## src/rtl/matrix_scan_controller.sv

```systemverilog
// Row-scanning LED matrix scheduler with anti-ghost blanking, per-frame image latch and image alternation.
// Optional lamp test input and override are enabled by defining SCAN_LAMP_TEST_EN.
module matrix_scan_controller #(
  parameter int unsigned NUM_ROWS         = 7,
  parameter int unsigned NUM_COLS         = 5,
  parameter int unsigned ROW_TICKS        = 65536,
  parameter int unsigned BLANK_TICKS      = 64,
  parameter int unsigned FRAMES_PER_IMAGE = 32
) (
  input  logic                         clock,
  input  logic                         reset_n,
  input  logic                         enable,
  input  logic                         hold_image,
`ifdef SCAN_LAMP_TEST_EN
  input  logic                         lamp_test,
`endif
  input  logic [NUM_ROWS*NUM_COLS-1:0] img0_data,
  input  logic [NUM_ROWS*NUM_COLS-1:0] img1_data,
  output logic [2:0]                   row_sel,
  output logic [NUM_ROWS-1:0]          row_en_n,
  output logic [NUM_COLS-1:0]          col_data,
  output logic                         image_sel,
  output logic                         frame_start
);

  localparam int unsigned SW = $clog2(ROW_TICKS);
  localparam int unsigned FW = $clog2(FRAMES_PER_IMAGE) + 1;
  localparam int unsigned DW = NUM_ROWS * NUM_COLS;

  typedef enum logic [1:0] {IDLE, BLANK, DRIVE} state_t;

  state_t        state;
  logic [SW-1:0] slot_cnt;
  logic [2:0]    row;
  logic [FW-1:0] frame_cnt;
  logic [DW-1:0] frame_buf;

  logic                slot_last;
  logic                row_last;
  logic                frame_end;
  logic                drive_nxt;
  logic [SW-1:0]       slot_nxt;
  logic [2:0]          row_nxt;
  logic                img_nxt;
  logic [FW-1:0]       fcnt_nxt;
  logic [NUM_ROWS-1:0] row_dec;
  logic [NUM_COLS-1:0] drive_cols;

  // Slot/row/frame sequencing for the cycle that follows the next edge.
  always_comb begin
    slot_last  = (slot_cnt == SW'(ROW_TICKS - 1));
    row_last   = (row == 3'(NUM_ROWS - 1));
    frame_end  = slot_last && row_last;
    slot_nxt   = slot_last ? '0 : slot_cnt + SW'(1);
    row_nxt    = row;
    if (slot_last) row_nxt = row_last ? 3'd0 : row + 3'd1;
    drive_nxt  = (slot_nxt >= SW'(BLANK_TICKS));

    img_nxt  = image_sel;
    fcnt_nxt = frame_cnt;
    if (frame_end && !hold_image) begin
      if (frame_cnt == FW'(FRAMES_PER_IMAGE - 1)) begin
        img_nxt  = ~image_sel;
        fcnt_nxt = '0;
      end else begin
        fcnt_nxt = frame_cnt + FW'(1);
      end
    end

    row_dec    = '0;
    drive_cols = '0;
    for (int r = 0; r < NUM_ROWS; r++) begin
      if (row_nxt == 3'(r)) begin
        row_dec[r] = 1'b1;
        drive_cols = frame_buf[r*NUM_COLS +: NUM_COLS];
      end
    end
`ifdef SCAN_LAMP_TEST_EN
    if (lamp_test) drive_cols = '1;
`endif
  end

  // Scan FSM; all outputs are registered from the next-cycle values above.
  always_ff @(posedge clock or negedge reset_n) begin
    if (!reset_n) begin
      state       <= IDLE;
      slot_cnt    <= '0;
      row         <= '0;
      frame_cnt   <= '0;
      frame_buf   <= '0;
      row_sel     <= '0;
      row_en_n    <= '1;
      col_data    <= '0;
      image_sel   <= 1'b0;
      frame_start <= 1'b0;
    end else begin
      frame_start <= 1'b0;
      if (!enable) begin
        state    <= IDLE;
        slot_cnt <= '0;
        row      <= '0;
        row_sel  <= '0;
        row_en_n <= '1;
        col_data <= '0;
      end else if (state == IDLE) begin
        state       <= BLANK;
        slot_cnt    <= '0;
        row         <= '0;
        row_sel     <= '0;
        row_en_n    <= '1;
        col_data    <= '0;
        frame_buf   <= image_sel ? img1_data : img0_data;
        frame_start <= 1'b1;
      end else begin
        slot_cnt  <= slot_nxt;
        row       <= row_nxt;
        row_sel   <= row_nxt;
        image_sel <= img_nxt;
        frame_cnt <= fcnt_nxt;
        if (frame_end) begin
          // Relatch uses the post-toggle image so the new frame shows the new image.
          frame_buf   <= img_nxt ? img1_data : img0_data;
          frame_start <= 1'b1;
        end
        if (drive_nxt) begin
          state    <= DRIVE;
          row_en_n <= ~row_dec;
          col_data <= drive_cols;
        end else begin
          state    <= BLANK;
          row_en_n <= '1;
          col_data <= '0;
        end
      end
    end
  end

endmodule
```

## config.mk

```make
export PLATFORM = sky130hd
export DESIGN_NAME = matrix_scan_controller
export DESIGN_NICKNAME = d
export VERILOG_FILES = /design/src/rtl/matrix_scan_controller.sv
export SDC_FILE = /design/constraint.sdc
export NUM_CORES = 1
export LEC_CHECK = 0
export CAP_MARGIN = 20
export CORE_ASPECT_RATIO = 1.5
export CORE_MARGIN = 1
export CORE_UTILIZATION = 30
export CTS_BUF_LIST = sky130_fd_sc_hd__clkbuf_16
export DETAILED_ROUTE_END_ITERATION = 8
export PLACE_DENSITY = 0.59
export REMOVE_ABC_BUFFERS = 1
export SKIP_LAST_GASP = 1
export SYNTH_ARGS = -nofsm -noshare
export SYNTH_HDL_FRONTEND = slang
export SYNTH_SLANG_ARGS = --single-unit
```

## constraint.sdc

```tcl
create_clock -name clock -period 2.2 [get_ports clock]
set_input_delay 0.33 -clock clock [delete_from_list [all_inputs] [get_ports clock]]
set_output_delay 0.33 -clock clock [all_outputs]
set_load 0.01 [all_outputs]
```

==> flow_metrics.py, run 1 <==
metrics = {
    "yosys": {
        "syn_inst": 438,
        "netlist_area_um2": 4180,
        "synth_flop_cell": "dfrtp_1",
        "synth-seq-area-share": 0.458,
        "syn_avg_cell_area_um2": 9.53,
        "ys.warnings.count": 0,
        "synthDistinctLibCells": 48,
        "synth_area_leaders": "dfrtp_1 (41%), mux2i_1 (10%), nor2_1 (5.8%)",
        "synth_top_area_share": 0.414,
        "synth_edf_count": 0,
        "synthArstFlopShare": 1.00,
        "synth_top_area_cell": "dfrtp_1",
        "ys_ff_latch": 76,
    },
    "finish": {
        "drive_above_1_share": 0.193,
        "multiInputGateArea_um2": 2180,
        "syn_to_final_growth_pct": 47.4,
        "final_net_count": 657,
        "fin_util": 0.455,
        "seq_area_um2": 1910,
        "fill_cells": 1277,
        "n_antenna_cell": 0,
    },
    "pwr": {
        "total_power_mw": 3.35,
        "leakage_nw": 2.76,
        "power-per-cell-area_nw_per_um2": 544,
        "ir_drop_mv": 0.300,
    },
    "global_route": {
        "grt_pass1_wl_um": 19300,
        "grt_max_degree": 50,
        "antenna_found_initial": 0,
        "grt.overflow.total": 0,
        "grt_usage": 0.173,
        "grt_pass1_vias": 3928,
    },
    "critical_path": {
        "cp.required_ns": 2.42,
        "worstPathArrival_ns": 2.44,
        "cp_slowest_cell": "dfrtp_1",
        "end_kind": "flop",
        "crit_chain": "ha_4, and4_4, and4_4, buf_6, nand2_4, nor4_4, buf_4, mux2_4",
        "path_common_cell": "and4_4",
        "reg2reg_from": "slot_cnt[0]",
        "crit_fanout": 6,
        "startpoint": "slot_cnt[0]",
        "critPathKind": "reg2reg",
        "reg2reg_depth": 8,
        "slowest_delay_ns": 0.40,
        "cp-start-kind": "flop",
    },
    "route": {
        "routed_wl_um": 12500,
        "drc": 4,
        "ant_nets": 0,
        "drtIter0Drc": 226,
        "vias_per_cell": 5.14,
        "post_drt_wl_per_cell_um": 16.8,
        "vias": 3846,
        "first_pass_iters": 6,
    },
    "clocking": {
        "cts_inserted_buffers": 9,
        "cts_root_buf": "clkbuf_16",
        "clk_latency_ns": 0.34,
        "clk_pin_slew_ns": 0.06,
        "cts_tree": "yes",
        "clock_sinks": 76,
        "clockBufferDepth": 2,
        "ctsHtreeMaxLevel": 3,
    },
    "timing": {
        "fin_ws_ns": -0.0251,
        "period_share": 1.01,
        "max_freq_ghz": 0.449,
        "skew_ns": 0.00802,
        "drv_slew": 0,
        "period_needed_ns": 2.23,
        "setup_viol": 3,
        "fin_tns_setup_ns": -0.0517,
        "maxSlewHeadroom": 0.652,
        "worst_slew_pin_slew_ns": 0.521,
        "rsz0062_at_grt": "yes",
        "hold_violations": 0,
    },
    "placed_design": {
        "pre_cts_slack_ns": -0.198,
        "port_buffers": 90,
        "hpwl_um": 8980,
        "place_congestion": 0.843,
    },
    "job": {
        "drv_cap": 0,
    },
    "floorplan": {
        "start_util": 0.309,
        "std_cell_rows": 52,
        "die_area_um2": 14400,
        "core_area_um2": 13500,
        "ios": 91,
        "die_w_um": 98.3,
        "die_h_um": 146,
    },
    "outcome": {
        "run_status": "finished with violations",
        "violations": "design-rule violations, negative setup slack",
    },
    "worst_hold_path": {
        "hp-class": "in2async",
    },
}
## layout make-up
cell class,count,share of cell area
clock inverters,7,0.00976
clock buffers,9,0.0366
well taps,162,0.0329
flip-flops and latches,76,0.310
repair buffers,158,0.251
multi-input cells,328,0.355
inverters,8,0.00488
## power by group
| part | total [mW] | internal, mW | switching [mW] | leakage, nW |
|---|---|---|---|---|
| sequential | 1.55 | 1.49 | 0.0691 | 0.929 |
| clock | 1.42 | 0.861 | 0.563 | 0.135 |
| combinational | 0.366 | 0.215 | 0.151 | 1.70 |
| total | 3.35 | 2.56 | 0.784 | 2.76 |
## metal layers
| layer | GRT usage | routed length (um) |
|---|---|---|
| met4 | 0.0754 | 265 |
| met1 | 0.194 | 5020 |
| met2 | 0.315 | 6830 |
| met5 | 0 | 0 |
| met3 | 0.0306 | 415 |
## logic make-up (layout without fill, tap and decap cells)
family / after synthesis / count (layout) / share of synthesized area
flops: 76 / 76 / 0.458
mux: 46 / 46 / 0.111
simple gates: 154 / 154 / 0.179
xor+xnor: 19 / 19 / 0.0444
buf+inv: 34 / 182 / 0.0393
fa+ha+maj: 2 / 2 / 0.00599
compound gates: 107 / 107 / 0.162
## state kept, by name, indices dropped and copies added, names as in the netlist
register	cells
image_sel	1
state	2
frame_start	1
slot_cnt	16
row	3
col_data	5
row_en_n	7
frame_buf	35
frame_cnt	6
## per-stage QoR
step | hold WS [ns] | instances | cell area (um2)
2_1_floorplan | 0.0344 | 412 | 4040
3_3_place_gp | 0.277 | 716 | 5610
3_5_place_dp | 0.280 | 716 | 5610
4_1_cts | 0.469 | 737 | 5950
5_1_grt | 0.500 | 748 | 6150
6_report | 0.455 | 748 | 6150
## final timing paths
check | to | slack (ns)
min in group clock | frame_cnt[4] | 0.50
worst max-delay path | frame_cnt[0] | -0.03
worst min register to register | frame_cnt[4] | 0.50
max in group asynchronous | row_en_n[4] | 1.12
worst max register to register | frame_cnt[0] | -0.03
worst min-delay path | frame_buf[13] | 0.46
## cells in the mapped netlist, types with 7 or more instances
library cell	number
nor2_1	64
nand4_1	11
dfstp_2	7
o21a_1	10
dfrtp_1	69
mux2i_1	42
clkbuf_1	16
nand2_1	26
nand3_1	7
xnor2_1	12
o21ai_0	8
nor3_1	16
inv_1	8
a21oi_1	45
## critical path: cells and delay by family, from the launching register on
family / cells / cell delay (ns)
and+or+nand+nor: 4 / 0.88
adders and majority gates: 1 / 0.17
buffers and inverters: 2 / 0.35
DFF: 1 / 0.40
muxes: 1 / 0.30
## cells in the final DEF, fill, tap and decap left out, types with 3 or more instances in the layout
cell,netlist,final
o21ai_0,8,6
dfrtp_1,69,69
nand3_1,7,6
inv_1,8,9
clkinv_1,0,3
a21o_1,6,6
mux2i_1,42,41
and4_4,0,3
xor2_1,6,5
nor2b_1,3,3
nand2_1,26,25
buf_12,0,7
a32oi_1,5,4
buf_4,2,57
nor4_1,6,5
o21a_1,10,8
a21oi_1,45,45
and3_1,5,4
o22ai_1,6,6
o211ai_1,3,3
o211a_1,5,5
nand4_1,11,11
clkdlybuf4s50_1,0,89
nor2_1,64,64
clkbuf_16,0,11
a22oi_1,5,5
mux2_4,0,3
dfstp_2,7,7
nor3_1,16,15
a31oi_1,5,5
xnor2_1,12,12
## repair_timing
| action | 4_1_cts | 5_1_grt |
|---|---|---|
| pin swaps | 4 | 9 |
| endpoints found under the hold margin | 27 | 0 |
| gates resized for setup | 8 | 21 |
| cloned | 0 | 2 |
| setup endpoints to repair | 21 | 20 |
| setup buffers | 4 | 9 |
| hold buffers | 1 | 0 |
(Power assumes the default switching activity.)
==> run 2: changes to the inputs <==
--- a/config.mk
+++ b/config.mk
@@ -7,9 +7,9 @@
 export LEC_CHECK = 0
 export CAP_MARGIN = 20
 export CORE_ASPECT_RATIO = 1.5
-export CORE_MARGIN = 1
 export CORE_UTILIZATION = 30
 export CTS_BUF_LIST = sky130_fd_sc_hd__clkbuf_16
+export CTS_CLUSTER_DIAMETER = 120
 export DETAILED_ROUTE_END_ITERATION = 8
 export PLACE_DENSITY = 0.59
 export REMOVE_ABC_BUFFERS = 1
==> results of run 2 <==
The final DEF is identical to that of run 1; final timing and power are the same.
==> run 3: changes to the inputs <==
--- a/config.mk
+++ b/config.mk
@@ -6,12 +6,13 @@
 export NUM_CORES = 1
 export LEC_CHECK = 0
 export CAP_MARGIN = 20
-export CORE_ASPECT_RATIO = 1.5
+export CORE_ASPECT_RATIO = 0.5
 export CORE_UTILIZATION = 30
 export CTS_BUF_LIST = sky130_fd_sc_hd__clkbuf_16
 export CTS_CLUSTER_DIAMETER = 120
 export DETAILED_ROUTE_END_ITERATION = 8
-export PLACE_DENSITY = 0.59
+export GPL_TIMING_DRIVEN = 0
+export PLACE_DENSITY = 0.57
 export REMOVE_ABC_BUFFERS = 1
 export SKIP_LAST_GASP = 1
 export SYNTH_ARGS = -nofsm -noshare
==> constraint.sdc (replaced) <==
create_clock -name clock -period 2.1 [get_ports clock]
set_input_delay 0.315 -clock clock [delete_from_list [all_inputs] [get_ports clock]]
set_output_delay 0.315 -clock clock [all_outputs]
set_load 0.01 [all_outputs]
==> flow_metrics.py, run 3 (same netlist as run 1, synthesis figures left out) <==
metrics = {
    "outcome": {
        "run_status": "finished with violations",
        "violations": "negative setup slack",
    },
    "timing": {
        "max_freq_ghz": 0.468,
        "drv_slew": 0,
        "hold_violations": 0,
        "maxSlewHeadroom": 0.446,
        "setup_viol": 3,
        "period_needed_ns": 2.14,
        "worst_slew_pin_slew_ns": 0.825,
        "period_share": 1.02,
        "fin_ws_ns": -0.0387,
        "rsz0062_at_grt": "yes",
        "skew_ns": 0.00677,
    },
    "critical_path": {
        "cp.required_ns": 2.37,
        "crit_buf_inv": 3,
        "path_common_cell": "buf_4",
        "crit_fanout": 5,
        "crit_chain": "ha_4, and4_4, buf_4, buf_4, and4_4, buf_4, a31oi_1, nor4_1, a21o_1, o211a_1",
        "crit_family": "simple AND/OR/NAND/NOR gates",
        "worstPathArrival_ns": 2.41,
        "end_kind": "flop",
        "cp-start-kind": "flop",
        "startpoint": "slot_cnt[0]",
        "critPathKind": "reg2reg",
        "slowest_delay_ns": 0.39,
        "reg2reg_from": "slot_cnt[0]",
        "cp_slowest_cell": "dfrtp_1",
    },
    "clocking": {
        "clock_sinks": 76,
        "ctsHtreeMaxLevel": 3,
        "cts_inserted_buffers": 9,
        "clk_latency_ns": 0.34,
        "clockBufferDepth": 2,
        "cts_root_buf": "clkbuf_16",
        "clk_pin_slew_ns": 0.05,
        "cts_tree": "yes",
    },
    "placed_design": {
        "hpwl_um": 7310,
        "port_buffers": 90,
        "place_congestion": 0.829,
        "pre_cts_slack_ns": -1.35,
    },
    "pwr": {
        "leakage_nw": 2.66,
        "ir_drop_mv": 0.349,
        "total_power_mw": 3.35,
        "power-per-cell-area_nw_per_um2": 549,
    },
    "floorplan": {
        "die_area_um2": 14400,
        "die_w_um": 169,
        "start_util": 0.308,
        "core_area_um2": 13600,
        "ios": 91,
        "std_cell_rows": 30,
        "die_h_um": 85.4,
    },
    "route": {
        "drtIter0Drc": 278,
        "routed_wl_um": 12000,
        "ant_nets": 0,
        "post_drt_wl_per_cell_um": 15.9,
        "vias": 3808,
        "first_pass_iters": 4,
        "drc": 0,
        "vias_per_cell": 5.04,
    },
    "global_route": {
        "grt_pass1_vias": 3613,
        "antenna_found_initial": 0,
        "grt_pass1_wl_um": 18900,
        "grt_max_degree": 45,
        "grt.overflow.total": 0,
        "grt_usage": 0.168,
    },
    "finish": {
        "fin_util": 0.450,
        "drive_above_1_share": 0.201,
        "largest-register": "frame_buf",
        "largest_reg_flops": 35,
        "final_net_count": 634,
        "n_antenna_cell": 0,
        "largestRegisters": "frame_buf x35, slot_cnt x16, row_en_n x7",
        "layout_common_cells": "clkdlybuf4s50_1 (89), nor2_1 (62), dfrtp_1 (60)",
        "final_common_cell": "clkdlybuf4s50_1",
        "syn_to_final_growth_pct": 46.1,
    },
    "worst_hold_path": {
        "hp-class": "in2async",
    },
    "job": {
        "drv_cap": 0,
    },
}
[run 3: cell types whose count changed in the layout (fill, tap and decap cells not counted), moves of 3 or more]
cell | previous run | this run
mux2i_2 | 1 | 4
dfrtp_2 | 0 | 8
mux2i_1 | 41 | 38
nor3_1 | 15 | 10
buf_6 | 2 | 5
and4_4 | 3 | 6
dfrtp_1 | 69 | 60
buf_4 | 57 | 30
nor3_2 | 1 | 4
[run 3: final timing paths]
| kind | to | slack [ns] | cells after the start |
|---|---|---|---|
| min in group clock | frame_cnt[4] | 0.50 | 1 |
| max in group asynchronous | row_en_n[2] | 0.97 | 3 |
| hold / removal | frame_cnt[4] | 0.49 | 2 |
| setup reg to reg | col_data[3] | -0.04 | 10 |
| setup / recovery | col_data[3] | -0.04 | 10 |
| hold reg to reg | frame_cnt[4] | 0.50 | 1 |
[run 3: worst register-to-register path: cells and delay by family (launching register included)]
kind	cells	cell delay, ns
AND/OR/NAND/NOR	3	0.77
adder cells (fa/ha/maj)	1	0.16
flip-flops	1	0.39
buffers and inverters	3	0.38
AO/OA/AOI/OAI	3	0.39
[run 3: power breakdown]
group	internal (mW)	total (mW)	switching, mW	leakage, nW
combinational	0.217	0.377	0.159	1.61
clock	0.773	1.35	0.572	0.138
sequential	1.56	1.62	0.0686	0.914
total	2.55	3.35	0.800	2.66
[run 3: layout make-up]
| type | count | area [um2] |
|---|---|---|
| clock inverter | 7 | 28.8 |
| tap | 192 | 240 |
| clock buffer | 9 | 225 |
| fill | 1277 | 7450 |
| inverter | 8 | 30.0 |
| sequential | 76 | 1920 |
| timing repair buffer | 131 | 1290 |
| multi-input combinational | 332 | 2360 |
[run 3: through the flow]
stage,hold WS (ns),setup TNS [ns],area [um2],instances
2_1_floorplan,0.0194,-48.58,4040,412
3_3_place_gp,0.489,-251.45,5180,694
3_5_place_dp,0.326,-74.40,5240,697
4_1_cts,0.503,-2.22,5850,740
5_1_grt,0.531,-3.56,6100,755
6_report,0.492,-0.0641,6100,755
[run 3: routing by layer]
layer,vias to the layer above,part of all wire,GRT usage
met5,-,0,0
met4,0,0.015,0.0463
met3,17,0.044,0.0340
met2,92,0.47,0.269
met1,1872,0.47,0.232
li1,1827,-,-
[run 3: timing repair]
item                                    in CTS  in global routing
gates cloned                                 4                  1
resized for setup                           37                 36
hold buffers                                 1                  0
pin swaps                                    7                 21
endpoints found under the hold margin       35                  0
buffers inserted                            22                 15
endpoints found under the setup margin      73                 51
